**src/rtl/seg7_pkg.sv**
```systemverilog
// Shared constants for the 7-segment scan capture block: segment patterns,
// FSM state type and digit-enable helpers.
package seg7_pkg;

   // Active-low segment patterns {a,b,c,d,e,f,g}
   localparam logic [6:0] SEG_0     = 7'b0000001;
   localparam logic [6:0] SEG_1     = 7'b1001111;
   localparam logic [6:0] SEG_2     = 7'b0010010;
   localparam logic [6:0] SEG_3     = 7'b0000110;
   localparam logic [6:0] SEG_4     = 7'b1001100;
   localparam logic [6:0] SEG_5     = 7'b0100100;
   localparam logic [6:0] SEG_6     = 7'b0100000;
   localparam logic [6:0] SEG_7     = 7'b0001111;
   localparam logic [6:0] SEG_8     = 7'b0000000;
   localparam logic [6:0] SEG_9     = 7'b0000100;
   localparam logic [6:0] SEG_A     = 7'b0001000;
   localparam logic [6:0] SEG_B     = 7'b1100000;
   localparam logic [6:0] SEG_C     = 7'b0110001;
   localparam logic [6:0] SEG_D     = 7'b1000010;
   localparam logic [6:0] SEG_E     = 7'b0110000;
   localparam logic [6:0] SEG_F     = 7'b0111000;
   localparam logic [6:0] SEG_BLANK = 7'b1111111;

   typedef enum logic [1:0] {S_WAIT, S_SETTLE, S_HOLD} state_t;

   // Exactly one enable low selects a digit; blanking and ghosting are rejected
   function automatic logic an_onehot(input logic [3:0] an_n);
      return $onehot(~an_n);
   endfunction

   function automatic logic [1:0] an_index(input logic [3:0] an_n);
      logic [1:0] idx;
      idx = 2'd0;
      for (int k = 3; k >= 0; k--)
         if (!an_n[k]) idx = 2'(k);
      return idx;
   endfunction

endpackage

```
**src/rtl/seg7_to_bin.sv**
```systemverilog
// Combinational 7-segment pattern to hex nibble decoder; unknown patterns
// (including blank) return 0 with err set.
module seg7_to_bin
   import seg7_pkg::*;
(
   input  logic [6:0] seg_n,
   output logic [3:0] nib,
   output logic       err
);

   always_comb begin
      nib = 4'h0;
      err = 1'b0;
      case (seg_n)
         SEG_0:   nib = 4'h0;
         SEG_1:   nib = 4'h1;
         SEG_2:   nib = 4'h2;
         SEG_3:   nib = 4'h3;
         SEG_4:   nib = 4'h4;
         SEG_5:   nib = 4'h5;
         SEG_6:   nib = 4'h6;
         SEG_7:   nib = 4'h7;
         SEG_8:   nib = 4'h8;
         SEG_9:   nib = 4'h9;
         SEG_A:   nib = 4'hA;
         SEG_B:   nib = 4'hB;
         SEG_C:   nib = 4'hC;
         SEG_D:   nib = 4'hD;
         SEG_E:   nib = 4'hE;
         SEG_F:   nib = 4'hF;
         default: err = 1'b1;
      endcase
   end

endmodule

```
**src/rtl/seg7_scan_capture.sv**
```systemverilog
// Samples a multiplexed 4-digit 7-segment display bus, captures each digit
// once it has been stable, and pulses frame_valid when all four are seen.
module seg7_scan_capture
   import seg7_pkg::*;
#(
   parameter int unsigned STABLE_CYCLES = 4
) (
   input  logic        clk,
   input  logic        rst,
   input  logic [6:0]  seg_n,
   input  logic [3:0]  an_n,
   output logic [15:0] value,
   output logic [3:0]  digit_err,
   output logic        frame_valid,
   output logic        frame_err
);

   localparam logic [7:0] CNT_LAST = 8'(STABLE_CYCLES - 1);

   // {seg,an} bundled through the synchronizer and the one-cycle history copy
   logic [10:0] sync1, sync2, prev;
   logic [6:0]  s_seg;
   logic [3:0]  s_an;
   logic        an_ok, change;
   logic [1:0]  dig;
   logic [3:0]  sel, mask, mask_upd, err_upd;
   logic [15:0] value_upd;
   logic [3:0]  nib;
   logic        nib_err;
   logic [7:0]  cnt;
   state_t      state;

   assign s_seg  = sync2[10:4];
   assign s_an   = sync2[3:0];
   assign an_ok  = an_onehot(s_an);
   assign change = (sync2 != prev) || !an_ok;
   assign dig    = an_index(s_an);
   assign sel    = 4'b0001 << dig;

   seg7_to_bin u_dec (
      .seg_n (s_seg),
      .nib   (nib),
      .err   (nib_err)
   );

   always_comb begin
      value_upd = value;
      value_upd[{dig, 2'b00} +: 4] = nib;
      err_upd = digit_err;
      err_upd[dig] = nib_err;
      mask_upd = mask | sel;
   end

   always_ff @(posedge clk or posedge rst) begin
      if (rst) begin
         sync1 <= '1;
         sync2 <= '1;
         prev  <= '1;
      end else begin
         sync1 <= {seg_n, an_n};
         sync2 <= sync1;
         prev  <= sync2;
      end
   end

   always_ff @(posedge clk or posedge rst) begin
      if (rst) begin
         state       <= S_WAIT;
         cnt         <= 8'd0;
         mask        <= 4'd0;
         value       <= 16'd0;
         digit_err   <= 4'd0;
         frame_valid <= 1'b0;
         frame_err   <= 1'b0;
      end else begin
         frame_valid <= 1'b0;
         frame_err   <= 1'b0;
         case (state)
            S_WAIT: begin
               cnt <= 8'd0;
               if (!change) state <= S_SETTLE;
            end
            S_SETTLE: begin
               if (change) begin
                  cnt   <= 8'd0;
                  state <= an_ok ? S_SETTLE : S_WAIT;
               end else if (cnt == CNT_LAST) begin
                  state     <= S_HOLD;
                  value     <= value_upd;
                  digit_err <= err_upd;
                  // Completing the frame clears the mask on this same edge
                  if (mask_upd == 4'hF) begin
                     mask        <= 4'd0;
                     frame_valid <= 1'b1;
                     frame_err   <= |err_upd;
                  end else begin
                     mask <= mask_upd;
                  end
               end else begin
                  cnt <= cnt + 8'd1;
               end
            end
            S_HOLD: begin
               if (change) begin
                  cnt   <= 8'd0;
                  state <= an_ok ? S_SETTLE : S_WAIT;
               end
            end
            default: state <= S_WAIT;
         endcase
      end
   end

endmodule

```
**config.mk**
```make
export PLATFORM = sky130hd
export DESIGN_NAME = seg7_scan_capture
export DESIGN_NICKNAME = d
export VERILOG_FILES = /design/src/rtl/seg7_pkg.sv /design/src/rtl/seg7_to_bin.sv /design/src/rtl/seg7_scan_capture.sv
export SDC_FILE = /design/constraint.sdc
export NUM_CORES = 1
export LEC_CHECK = 0
export ABC_AREA = 1
export BUFFER_PORTS_ARGS = -buffer_cell sky130_fd_sc_hd__buf_2
export CORE_MARGIN = 2
export CORE_UTILIZATION = 30
export CTS_CLUSTER_SIZE = 20
export DETAILED_ROUTE_END_ITERATION = 8
export SETUP_SLACK_MARGIN = 0.15
export SLEW_MARGIN = 10
export SYNTH_ARGS = -nofsm -noshare
export SYNTH_HDL_FRONTEND = slang
export SYNTH_HIERARCHICAL = 1
export SYNTH_SLANG_ARGS = --single-unit
```
**constraint.sdc**
```tcl
create_clock -name clk -period 3.57 [get_ports clk]
set_clock_uncertainty 0.2 [all_clocks]
set_input_delay 0.1785 -clock clk [delete_from_list [all_inputs] [get_ports clk]]
set_output_delay 0.1785 -clock clk [all_outputs]
set_load 0.005 [all_outputs]
```
* Word level (Yosys, flattened, before mapping)
Cells that the tools add are included.
Cells by class: $add $sub $neg 5, multiply operators 0, divide/modulo/power cells 0, $lt $le $gt $ge 2, equal/unequal tests 25, shift operators 3, multiplexer cells 29, bitwise operators 3, reductions and logical operators 11
Operators by type and width (count):
- $pmux 4 s15 | 1
- $eq 7x6->1 const B | 5
- $eq 7x7->1 const B | 4
- $mux 8 | 3
- $pmux 8 s3 | 1
- $bwmux 16 | 1
- $mux 2 | 8
- $reduce_or 16->1 | 1
- $shift 4x6->16 const A | 1
- $shiftx 4x6->16 | 1
- $eq 7x3->1 const B | 2
- $eq 7x4->1 const B | 2
- $mux 1 | 11
- $ne 11x11->1 | 1
- $reduce_and 3->1 | 3
- $add 8x1->8 const B | 1
- $eq 8x2->1 const B | 1
- $eq 7x1->1 const B | 1
- $eq 7x5->1 const B | 1
- $logic_not 7->1 | 1
- $ne 3x3->1 const B | 2
- $neg 4->6 | 1
- $pmux 2 s3 | 1
- $add 1x1->2 | 2
- other kinds (21) | 22
Storage, ports and cells: flip-flop bits (word level) 69, bits in latches 0, memory bits (writable) 0, ROM bits 0, bits of input ports 13, output and inout bits 22, logic and storage cells 88, memories 0

* Depth between registers and ports, before layout
word-level depth 14, depth in mapped cells 14, depth with buffers taken out 14

* Hierarchy
The synthesis kept the hierarchy.
Modules (own cells, without submodules):
- seg7_scan_capture | times used 1, cells an instance 315, area an instance 2990.4 µm², sequential area each 1767.9 µm²
- seg7_to_bin | times used 1, cells an instance 74, area an instance 317.8 µm², sequential area each 0.0 µm²

* Least setup slack after synthesis
No wires, ideal clock.
kind flip-flop to flip-flop, from register sync2[1], to register mask[1], setup time 0.117 ns, arrival 2.351 ns, data required time 3.253 ns, slack 0.902 ns, stages on the path, launching flop included 12, path buffers 1, period minus slack after synthesis 2.668 ns, cells stage by stage dfstp_2 fa_1 inv_1 ha_1 ha_1 nor3_2 nand3_4 nor2_4 nand2_2 buf_6 nand2_1 o21ai_2
Between the ends: cells in the longest elaborated chain, start to end 8, elaborated cells between the ends (all ways) 15, classes of those cells 2 x add/sub; 3 x eq/ne; 1 x shift; 3 x mux; 3 x bitwise; 3 x reduce/logical
RTL lines:
- from (decl) | line seg7_scan_capture.sv:21 | logic [10:0] sync1, sync2, prev;
- from (signal assigned) | line seg7_scan_capture.sv:61 | sync2 <= sync1;
- $not 4->4 | line seg7_pkg.sv:28 | return $onehot(~an_n);
- $add 1x1->2 (implied by the code) | line seg7_pkg.sv:28
- $add 2x2->3 (implied by the code) | line seg7_pkg.sv:28
- $eq 3x1->1 | line seg7_pkg.sv:28
- $logic_not 1->1 | line seg7_scan_capture.sv:36 | assign change = (sync2 != prev) || !an_ok;
- $logic_or 1x1->1 | line seg7_scan_capture.sv:36
- $not 1->1 (no line)
- $reduce_and 3->1 (no line)
- to (signal assigned) | line seg7_scan_capture.sv:97 | mask <= mask_upd;
- to (decl) | line seg7_scan_capture.sv:26 | logic [3:0] sel, mask, mask_upd, err_upd;
Parallel ways exist; a longest one is shown, timed or not. A chain may end at the register's enable or synchronous reset.

* Worst setup path after layout
from register sync2[1], to register frame_err
Between the ends: cells in the longest elaborated chain, start to end 12, elaborated cells between the ends (all ways) 23, classes of those cells 2 x add/sub; 2 x order compare; 3 x eq/ne; 1 x shift; 9 x mux; 2 x bitwise; 4 x reduce/logical
RTL lines:
- $mux 2 (2 in a row) | line seg7_pkg.sv:35 | if (!an_n[k]) idx = 2'(k);
- $lt 2x3->1 (implied by the code) / $ge 2x1->1 (equally long branches) | line seg7_scan_capture.sv:50 | err_upd[dig] = nib_err;
- $logic_and 1x1->1 (implied by the code) | line seg7_scan_capture.sv:50
- $mux 1 (implied by the code) | line seg7_scan_capture.sv:50
- $demux 1 s2 | line seg7_scan_capture.sv:50
- $bwmux 4 | line seg7_scan_capture.sv:50
- $reduce_or 4->1 | line seg7_scan_capture.sv:95 | frame_err <= |err_upd;
- $mux 1 | line seg7_scan_capture.sv:92 | if (mask_upd == 4'hF) begin
- $mux 1 | line seg7_scan_capture.sv:87 | end else if (cnt == CNT_LAST) begin
- $mux 1 * | line seg7_scan_capture.sv:84 | if (change) begin
- $mux 1 * | line seg7_scan_capture.sv:78 | case (state)
- to (signal assigned) | line seg7_scan_capture.sv:95
- to (decl) | line seg7_scan_capture.sv:15 | output logic frame_err
Mark *: on every way between the ends. The rest lies on a longest branch, timed or not.

==> impl_metrics.json <==
{
  "outcome": "complete, no violations",
  "p_comb_share_pct": 6.2,
  "rsz0062_at_grt": "false",
  "drc": 0,
  "p_leak_nw": 2.07,
  "relSlewSlack_pct": 61.9,
  "crit_type": "reg -> reg",
  "ant_nets": 0,
  "grt_overflow_total": 0,
  "synth_cell_types": 35,
  "maxCapViolations": 0,
  "clkTransAtPathRegs_ps": 80,
  "synthesis.area_um2": 3310,
  "grt_util_met3_pct": 3.53,
  "synth-edff-count": 0,
  "avgSynthCellArea_um2": 8.50,
  "pin_count": 35,
  "use_met1_pct": 15.9,
  "wl_um": 6470,
  "dp_cells": 560,
  "fmax_mhz": 347,
  "path_max_fanout": 17,
  "switchingPower_w": 0.000388,
  "cts_max_path_buffers": 2,
  "vias": 2544,
  "routabilityCongestion": 0.931,
  "ys.flop_type": "dfrtp_1",
  "path_buf_inv": 1,
  "crit_path_end_kind": "flop",
  "portBuffers": 34,
  "ir_drop_uv": 289,
  "swShare_pct": 22.5,
  "synthAdderAreaFrac_pct": 1.74,
  "period_minus_slack_ps": 2890,
  "wl_per_cell_um": 11.0,
  "antennaDiodeCount": 0,
  "ys_seq_area_share_pct": 53.4,
  "worstSetupStartpointType": "flop",
  "via_per_inst": 4.33,
  "fin_nets": 460,
  "fin_tns_setup_ps": 0,
  "synthesis.nets": 406,
  "crit_slowest_cell": "dfstp_2",
  "drtIter0Drc": 146,
  "regToRegSetupSlack_ps": 680,
  "use_met2_pct": 19.5,
  "h-tree-depth": 3,
  "synthArstFlopShare_pct": 100,
  "cp_top_family": "simple AND/OR/NAND/NOR gates",
  "p_int_w": 0.00134,
  "drive_gt1_share_pct": 28.1,
  "final_cells": 588,
  "power.density_nw_per_um2": 431,
  "synth-simple-area-share_pct": 33.2,
  "area_delta_synth_final_pct": 21.2,
  "max_stage_delay_ps": 600,
  "setup_viol": 0,
  "cts_resized": 0,
  "ys_warn_count": 6,
  "hold_path_class": "reg -> reg",
  "dpl.hpwl_um": 4660,
  "arrival_ps": 2970,
  "slew_viol_final": 0,
  "crit_top_cell": "ha_1",
  "grt_max_degree": 46,
  "share_seq_of_total_power_pct": 48.2,
  "worstSkewPairLatency_ps": 340,
  "cts.sinks": 69,
  "synth_compound_area_share_pct": 3.97,
  "syn_inst": 389,
  "grt_usage_pct": 12.3,
  "fin_crit_sh_pct": 80.8,
  "synth.ff_latch_count": 69,
  "clkPwrFrac_pct": 45.5,
  "synth_mux_area_share_pct": 0,
  "crit_chain": "fa_1 > inv_1 > ha_1 > ha_1 > nor3_2 > nand4_2 > nor2_4 > nand2_1 > nor2_1",
  "synth_xor_area_share_pct": 1.85,
  "tightestPinTransition_ps": 571,
  "core-area_um2": 10800,
  "cts_tree": "yes",
  "row_count": 38,
  "critPathRequiredTime_ps": 3650,
  "grt_pass1_vias": 2466,
  "antenna_found_initial": 0,
  "die_area_um2": 11900,
  "die_h_um": 109,
  "first_pass_iters": 4,
  "finalHoldViolCount": 0,
  "grt.busiest_layer": "met2",
  "fp.dieW_um": 109,
  "cts_setup_buffers": 0,
  "grt_pass1_wl_um": 11300,
  "numCtsBuffers": 9,
  "start_util_pct": 30.7,
  "root_buffer": "clkbuf_8",
  "synth_top_family_by_area": "simple AND/OR/NAND/NOR gates"
}
==> metal layers <==
layer  wire, um  part of all wire (%)
met1       3150                    49
met2       3050                    47
met3        196                   3.0
met4         76                   1.2
met5          0                     0
==> kinds of logic (layout without fill, tap and decap cells) <==
family | Yosys count | count (layout)
AND/OR/NAND/NOR | 244 | 244
flip-flops | 69 | 69
buffers and inverters | 46 | 105
AO/OA/AOI/OAI | 19 | 19
XOR/XNOR | 7 | 7
adder cells (fa/ha/maj) | 4 | 4
==> synthesized netlist by cell type (2+ instances only) <==
cell type  instances  area share [%]
xnor2_1            7             1.9
ha_1               3             1.1
or2_2              2            0.38
o21ai_1            2            0.30
and3_1             2            0.38
nand2_2            7             1.3
nor2_4             5             1.7
nor3_1             3            0.45
inv_2              8            0.91
a21oi_1            2            0.30
inv_1             34             3.9
o21ai_0            4            0.61
nand3_1           31             4.7
o21ai_2            8             2.1
buf_6              2            0.68
nor2_2             6             1.1
nor2_1            39             4.4
dfrtp_1           36              27
dfstp_2           33              26
nand4_1            5            0.95
nand2_1          136              15
==> through the flow <==
stage / util, % / total power, W / setup slack, ps / area, um2 / hold WS, ps
6_report: 37.1 / 0.00173 / 684 / 4010 / 157
3_3_place_gp: 33.6 / 0.000945 / 728 / 3630 / 83.0
4_1_cts: 37.1 / 0.00176 / 672 / 4010 / 158
2_1_floorplan: - / 0.000917 / 902 / 3310 / -17.0
5_1_grt: 37.1 / 0.00181 / 461 / 4010 / 161
3_5_place_dp: 33.6 / 0.000946 / 695 / 3630 / 84.7
==> cell usage in the layout, fill, tap and decap left out, drive strengths merged, types with 2 or more instances in the layout <==
cell and n:
a21oi 2, and3 2, buf 35, bufinv 2
clkbuf 11, clkinv 2, dfrtp 36, dfstp 33
dlygate4sd3 12, ha 3, inv 43, nand2 143
nand3 33, nand4 6, nor2 50, nor3 4
o21ai 14, or2 3, xnor2 7
==> what timing repair did <==
| item | CTS | global route |
|---|---|---|
| endpoints found under the setup margin | 0 | 0 |
| hold buffers | 12 | 0 |
| hold endpoints to repair | 35 | 0 |
==> power by group through the flow <==
stage	registers, W	logic (W)	clock network, W
floorplan	0.000843	0.0000743	0
CTS	0.000833	0.000109	0.000815
global route	0.000837	0.000123	0.000847
global placement	0.000846	0.0000985	0
finish	0.000833	0.000108	0.000786
detailed placement	0.000847	0.0000989	0
==> registers in the layout (all words and copies together) (netlist names) <==
register,flops
cnt,8
sync2,11
mask,4
value,16
sync1,11
digit_err,4
prev,11
frame_err,1
frame_valid,1
state,2
==> worst paths after layout <==
kind | depth (start not counted) | end | startpoint
max in group asynchronous | 4 | value[11] | rst
hold / removal | 0 | sync2[4] | sync1[4]
min in group asynchronous | 3 | sync1[7] | rst
hold reg to reg | 0 | sync2[4] | sync1[4]
setup reg to reg | 9 | frame_err | sync2[1]
setup / recovery | 9 | frame_err | sync2[1]
==> final cells by class <==
type / instances / area, um2
Clock inverter: 5 / 86.3
Inverter: 42 / 158
Multi-Input combinational cell: 274 / 1350
Timing Repair Buffer: 47 / 298
Clock buffer: 11 / 174
Sequential cell: 69 / 1770
Tap cell: 140 / 175
Fill cell: 1074 / 6780
(Power assumes the default switching activity.)
